--- src/rtl/apple1_pia_fifo.sv ---
// Apple-1 keyboard/display port pair with keyboard and display FIFOs.
// Ports: sys_clock/reset, CPU bus (cpu_clken, addr, we, din, dout, cs),
//   keyboard push (kbd_data, kbd_valid), display stream
//   (dsp_data, dsp_valid, dsp_ready), keyboard interrupt irq_n.
module apple1_pia_fifo #(
  parameter logic [15:0] BASE_ADDR = 16'hD010,
  parameter int          KBD_DEPTH = 8,
  parameter int          DSP_DEPTH = 4
) (
  input  logic        sys_clock,
  input  logic        reset,
  input  logic        cpu_clken,
  input  logic [15:0] addr,
  input  logic        we,
  input  logic [7:0]  din,
  output logic [7:0]  dout,
  output logic        cs,
  input  logic [6:0]  kbd_data,
  input  logic        kbd_valid,
  output logic [6:0]  dsp_data,
  output logic        dsp_valid,
  input  logic        dsp_ready,
  output logic        irq_n
);

  localparam int KAW = $clog2(KBD_DEPTH);
  localparam int DAW = $clog2(DSP_DEPTH);
  localparam int KCW = KAW + 1;
  localparam int DCW = DAW + 1;

  logic [6:0]     kbd_mem_q [KBD_DEPTH];
  logic [6:0]     kbd_mem_d [KBD_DEPTH];
  logic [KAW-1:0] kbd_wr_q, kbd_wr_d;
  logic [KAW-1:0] kbd_rd_q, kbd_rd_d;
  logic [KCW-1:0] kbd_cnt_q, kbd_cnt_d;
  logic           kovf_q, kovf_d;
  logic           irq_en_q, irq_en_d;

  logic [6:0]     dsp_mem_q [DSP_DEPTH];
  logic [6:0]     dsp_mem_d [DSP_DEPTH];
  logic [DAW-1:0] dsp_wr_q, dsp_wr_d;
  logic [DAW-1:0] dsp_rd_q, dsp_rd_d;
  logic [DCW-1:0] dsp_cnt_q, dsp_cnt_d;
  logic           dovf_q, dovf_d;

  logic           irq_n_q, irq_n_d;

  logic       acc, rd, wr;
  logic [1:0] off;
  logic       kbd_ne, kbd_full, kbd_pop, kbd_flush, kbd_push;
  logic       kovf_set, kovf_clr;
  logic       dsp_full, dsp_pop, dsp_flush, dsp_push, dsp_req;
  logic       dovf_set, dovf_clr;
  logic       unused_ok;

  assign cs  = (addr[15:2] == BASE_ADDR[15:2]);
  assign acc = cpu_clken & cs;
  assign rd  = acc & ~we;
  assign wr  = acc & we;
  assign off = addr[1:0];

  assign unused_ok = ^{din[7:3]};

  // Keyboard FIFO control; a pop frees a slot for a same-cycle push.
  assign kbd_ne    = (kbd_cnt_q != '0);
  assign kbd_full  = (kbd_cnt_q == KCW'(KBD_DEPTH));
  assign kbd_pop   = rd & (off == 2'd0) & kbd_ne;
  assign kbd_flush = wr & (off == 2'd1) & din[0];
  assign kbd_push  = kbd_valid & ~kbd_flush & (~kbd_full | kbd_pop);
  assign kovf_set  = kbd_valid & ~kbd_flush & kbd_full & ~kbd_pop;
  assign kovf_clr  = (rd & (off == 2'd1)) |
                     (wr & (off == 2'd1) & din[2]);

  // Display FIFO control
  assign dsp_valid = (dsp_cnt_q != '0);
  assign dsp_full  = (dsp_cnt_q == DCW'(DSP_DEPTH));
  assign dsp_pop   = dsp_valid & dsp_ready;
  assign dsp_flush = wr & (off == 2'd3) & din[0];
  assign dsp_req   = wr & (off == 2'd2);
  assign dsp_push  = dsp_req & ~dsp_flush & (~dsp_full | dsp_pop);
  assign dovf_set  = dsp_req & ~dsp_flush & dsp_full & ~dsp_pop;
  assign dovf_clr  = rd & (off == 2'd3);

  assign dsp_data  = dsp_mem_q[dsp_rd_q];
  assign irq_n     = irq_n_q;

  always_comb begin
    kbd_mem_d = kbd_mem_q;
    kbd_wr_d  = kbd_wr_q;
    kbd_rd_d  = kbd_rd_q;
    kbd_cnt_d = kbd_cnt_q;
    if (kbd_flush) begin
      kbd_wr_d  = '0;
      kbd_rd_d  = '0;
      kbd_cnt_d = '0;
    end else begin
      if (kbd_push) begin
        kbd_mem_d[kbd_wr_q] = kbd_data;
        kbd_wr_d = kbd_wr_q + 1'b1;
      end
      if (kbd_pop) kbd_rd_d = kbd_rd_q + 1'b1;
      if (kbd_push & ~kbd_pop) kbd_cnt_d = kbd_cnt_q + 1'b1;
      if (kbd_pop & ~kbd_push) kbd_cnt_d = kbd_cnt_q - 1'b1;
    end
  end

  always_comb begin
    dsp_mem_d = dsp_mem_q;
    dsp_wr_d  = dsp_wr_q;
    dsp_rd_d  = dsp_rd_q;
    dsp_cnt_d = dsp_cnt_q;
    if (dsp_flush) begin
      dsp_wr_d  = '0;
      dsp_rd_d  = '0;
      dsp_cnt_d = '0;
    end else begin
      if (dsp_push) begin
        dsp_mem_d[dsp_wr_q] = din[6:0];
        dsp_wr_d = dsp_wr_q + 1'b1;
      end
      if (dsp_pop) dsp_rd_d = dsp_rd_q + 1'b1;
      if (dsp_push & ~dsp_pop) dsp_cnt_d = dsp_cnt_q + 1'b1;
      if (dsp_pop & ~dsp_push) dsp_cnt_d = dsp_cnt_q - 1'b1;
    end
  end

  // Overflow set takes priority over a same-cycle clear.
  always_comb begin
    kovf_d   = kovf_set ? 1'b1 : (kovf_clr ? 1'b0 : kovf_q);
    dovf_d   = dovf_set ? 1'b1 : (dovf_clr ? 1'b0 : dovf_q);
    irq_en_d = irq_en_q;
    if (wr & (off == 2'd1)) irq_en_d = din[1];
    irq_n_d  = ~(irq_en_q & kbd_ne);
  end

  always_comb begin
    dout = 8'h00;
    if (cs) begin
      unique case (off)
        2'd0: dout = kbd_ne ? {1'b1, kbd_mem_q[kbd_rd_q]} : 8'h00;
        2'd1: dout = {kbd_ne, kovf_q, irq_en_q, 5'b0};
        2'd2: dout = {dsp_full, 7'b0};
        2'd3: dout = {dsp_full, dovf_q, ~dsp_valid, 5'b0};
        default: dout = 8'h00;
      endcase
    end
  end

  always_ff @(posedge sys_clock or posedge reset) begin
    if (reset) begin
      for (int i = 0; i < KBD_DEPTH; i++) kbd_mem_q[i] <= '0;
      for (int i = 0; i < DSP_DEPTH; i++) dsp_mem_q[i] <= '0;
      kbd_wr_q  <= '0;
      kbd_rd_q  <= '0;
      kbd_cnt_q <= '0;
      dsp_wr_q  <= '0;
      dsp_rd_q  <= '0;
      dsp_cnt_q <= '0;
      kovf_q    <= 1'b0;
      dovf_q    <= 1'b0;
      irq_en_q  <= 1'b0;
      irq_n_q   <= 1'b1;
    end else begin
      kbd_mem_q <= kbd_mem_d;
      dsp_mem_q <= dsp_mem_d;
      kbd_wr_q  <= kbd_wr_d;
      kbd_rd_q  <= kbd_rd_d;
      kbd_cnt_q <= kbd_cnt_d;
      dsp_wr_q  <= dsp_wr_d;
      dsp_rd_q  <= dsp_rd_d;
      dsp_cnt_q <= dsp_cnt_d;
      kovf_q    <= kovf_d;
      dovf_q    <= dovf_d;
      irq_en_q  <= irq_en_d;
      irq_n_q   <= irq_n_d;
    end
  end

endmodule

--- config.mk ---
export PLATFORM = sky130hd
export DESIGN_NAME = apple1_pia_fifo
export DESIGN_NICKNAME = d
export VERILOG_FILES = /design/src/rtl/apple1_pia_fifo.sv
export SDC_FILE = /design/constraint.sdc
export NUM_CORES = 1
export LEC_CHECK = 0
export ABC_AREA = 0
export CAP_MARGIN = 20
export CORE_UTILIZATION = 40
export CTS_CLUSTER_DIAMETER = 150
export CTS_CLUSTER_SIZE = 40
export DETAILED_ROUTE_END_ITERATION = 10
export REMOVE_ABC_BUFFERS = 1
export SLEW_MARGIN = 20
export SYNTH_ARGS = -nofsm -noshare
export SYNTH_HDL_FRONTEND = slang
export SYNTH_SLANG_ARGS = --single-unit
--- constraint.sdc ---
create_clock -name sys_clock -period 4.05 [get_ports sys_clock]
set_input_delay 1.0125 -clock sys_clock [delete_from_list [all_inputs] [get_ports sys_clock]]
set_output_delay 1.0125 -clock sys_clock [all_outputs]
set_load 0.05 [all_outputs]
==> results.yml, run 1 <==
setup_path:
  crit_cells: 7
  worstRegToRegCells: 10
  crit_required_ns: 3.04
  cp_max_fo: 5
  cpLargestDelayFamily: "simple AND/OR/NAND/NOR gates"
  end_kind: "output pin"
  slowest_stage: "clkdlybuf4s50_1"
  crit_chain: "clkdlybuf4s50_1, nor4b_1, nand4_1, inv_1, nand2_1, nor2_1, buf_12"
  slowest_delay_ns: 0.40
  start_kind: "input pin"
  crit_arrival_ns: 2.86
  cp_num_buf_inv: 3
  crit_type: "in -> out"
power_and_ir_drop:
  p_sw_uw: 1030
  pwr-share-comb: 0.276
  max-vdd-ir-drop_v: 0.000349
  p_int_uw: 2560
  cellPowerDensity_nw_per_um2: 552
  p_total_uw: 3600
  power.leakage_uw: 0.00274
  clockPowerShare: 0.261
  p_sw_frac: 0.287
  power_frac_seq: 0.463
drt:
  vias_per_cell: 5.37
  vias: 3341
  routed_wl_um: 11000
  drt_first_pass_iters: 4
  ant_nets: 0
  drt_iter0_drc: 170
  drc_errors: 0
  post_drt_wl_per_cell_um: 17.6
global_route:
  grt_pass1_vias: 3506
  grt_antenna_before_repair: 0
  grt_pass1_wl_um: 18600
  grt_max_degree: 57
  gr-usage-all-layers: 0.173
  gr-total-overflow: 0
clock_network:
  cts_tree: "built"
  cts_made_buffers: 9
  cts_hold_buf: 0
  max-clock-path-buffers: 2
  root_buffer: "clkbuf_16"
  clk_pin_slew_ns: 0.07
  htreeDepth: 3
  clkSinkCount: 105
  post-cts-setup-buffers: 0
  clock_latency_ns: 0.35
  cts_resized: 0
die:
  top_level_ports: 55
  dieArea_um2: 13800
  rows: 41
  die_w_um: 118
  start_util: 0.417
  core_area_um2: 12800
  die_y_um: 118
yosys:
  netlist_instances: 386
  synth_edf_count: 0
  syn_area_per_cell_um2: 13.9
  synthFlopType: "dfrtp_1"
  synth_area_leaders: "dfrtp_1 (49%), mux2_2 (18%), mux4_2 (8.8%), nand4_4 (2.4%), ha_1 (1.9%)"
  ys_seq_area_frac: 0.491
  synth_top_area_cell: "dfrtp_1"
  yosysTopAreaCellShare: 0.487
  async_flop_share: 1.00
  synth-seq-cells: 105
  syn_area_um2: 5350
  ys_types: 54
  ys_warn_count: 0
final_layout:
  instances_no_fill: 622
  fin_util: 0.508
  drive_above_1_share: 0.349
  fillers: 1122
  layout_common_cells: "dfrtp_1 (104), mux2_2 (86), clkdlybuf4s50_1 (44), mux4_2 (21), nor2_1 (20)"
  diodes: 0
  layout.nets: 491
  design_area_um2: 6510
  final_common_cell: "dfrtp_1"
  syn2layout_area_growth_pct: 21.8
timing:
  setup_viol_count_final: 0
  max_slew_margin: 0.418
  setup_tns_ns: 0
  tightest_slew_ns: 0.867
  hold_viol: 0
  fin_skew_ns: 0.00642
  fin_crit_ns: 3.87
  fin_crit_sh: 0.957
  max_freq_ghz: 0.258
  slew_viol_final: 0
  rsz0062_at_grt: "false"
flow_run:
  drv_cap: 0
outcome:
  run_status: "finished clean"
placement:
  io_buffers: 53
  hpwl_um: 7500
  routabilityCongestion: 0.795
  dpl.cell_count: 606
  place_area_um2: 6190
worst_hold_path:
  hold_class: "reg -> reg"
  holdPathStages: 1
[Yosys cell counts (all sizes together) (8+ instances only)]
| cell type | n |
|---|---|
| inv | 10 |
| dfrtp | 104 |
| nor3 | 10 |
| nor2 | 20 |
| ha | 8 |
| o21ai | 8 |
| nand4 | 8 |
| buf | 10 |
| mux4 | 21 |
| mux2 | 89 |
| mux2i | 10 |
| nand2 | 15 |
[layer usage]
| metal | wire (µm) | track usage | up-vias |
|---|---|---|---|
| met5 | 0 | 0 | - |
| met4 | 107 | 0.0433 | 0 |
| met3 | 495 | 0.0514 | 11 |
| met2 | 5400 | 0.282 | 68 |
| met1 | 4970 | 0.225 | 1698 |
| li1 | - | - | 1564 |
[worst register-to-register path, cell delays in order, from the launching register on]
cell	delay (ns)
dfrtp_1	0.48
or4_4	0.60
nor3b_4	0.17
buf_4	0.17
and4_1	0.23
ha_1	0.39
a31oi_1	0.10
or3_1	0.32
o21ai_0	0.08
a32oi_1	0.07
o22ai_1	0.15
[path summary, 6_finish.rpt]
check,start,to,slack [ns]
min,irq_en_q$_DFFE_PP0N_,irq_n$_DFF_PP1_,0.43
min in group asynchronous,reset,dsp_mem_q[12]$_DFFE_PP0P_,1.15
max,addr[2],dout[4],0.18
min reg2reg,irq_en_q$_DFFE_PP0N_,irq_n$_DFF_PP1_,0.43
max in group asynchronous,reset,kbd_mem_q[4]$_DFFE_PP0P_,2.18
max reg2reg,kbd_cnt_q[0]$_DFFE_PP0P_,kbd_cnt_q[3]$_DFFE_PP0P_,1.20
[registers in the layout, summed over array words and instances (netlist names), 2 cells and up]
name	cells
dsp_mem_q	28
kbd_mem_q	56
kbd_cnt_q	4
kbd_wr_q	3
dsp_cnt_q	3
dsp_rd_q	2
kbd_rd_q	3
dsp_wr_q	2
[area by class of cell]
cell class | count | area, µm² | share of cell area
multi-input cells | 254 | 2580 | 0.397
inverters | 10 | 40.0 | 0.00615
clock buffers | 12 | 246 | 0.0378
flip-flops and latches | 105 | 2630 | 0.404
clock inverters | 4 | 76.3 | 0.0117
well taps | 172 | 215 | 0.0330
repair buffers | 65 | 723 | 0.111
[power by group through the flow]
stage | Clock, µW | Sequential (µW) | Combinational [µW]
2_1_floorplan | 0 | 1590 | 810
3_3_place_gp | 0 | 1660 | 969
3_5_place_dp | 0 | 1680 | 1010
4_1_cts | 976 | 1660 | 1010
5_1_grt | 1010 | 1720 | 1110
6_report | 940 | 1660 | 992
[cell families after synthesis]
group,share of synthesized area
and+or+nand+nor,0.109
AOI/OAI and AO/OA,0.0449
muxes,0.295
DFF,0.491
xor gates and xnor gates,0.00982
adders and majority gates,0.0243
buffers and inverters,0.0255
[stage by stage]
stage | setup WS (ns) | hold WS, ns
2_1_floorplan | -0.121 | 0.387
3_3_place_gp | 0.223 | 0.415
3_5_place_dp | 0.210 | 0.429
4_1_cts | 0.128 | 0.439
5_1_grt | 0.0341 | 0.449
6_report | 0.176 | 0.431
(Power assumes the default switching activity.)
==> run 2: changes to the inputs <==
- SLEW_MARGIN: 20 -> not set
==> results of run 2 <==
No change in the layout: final DEF, timing and power equal those of run 1.
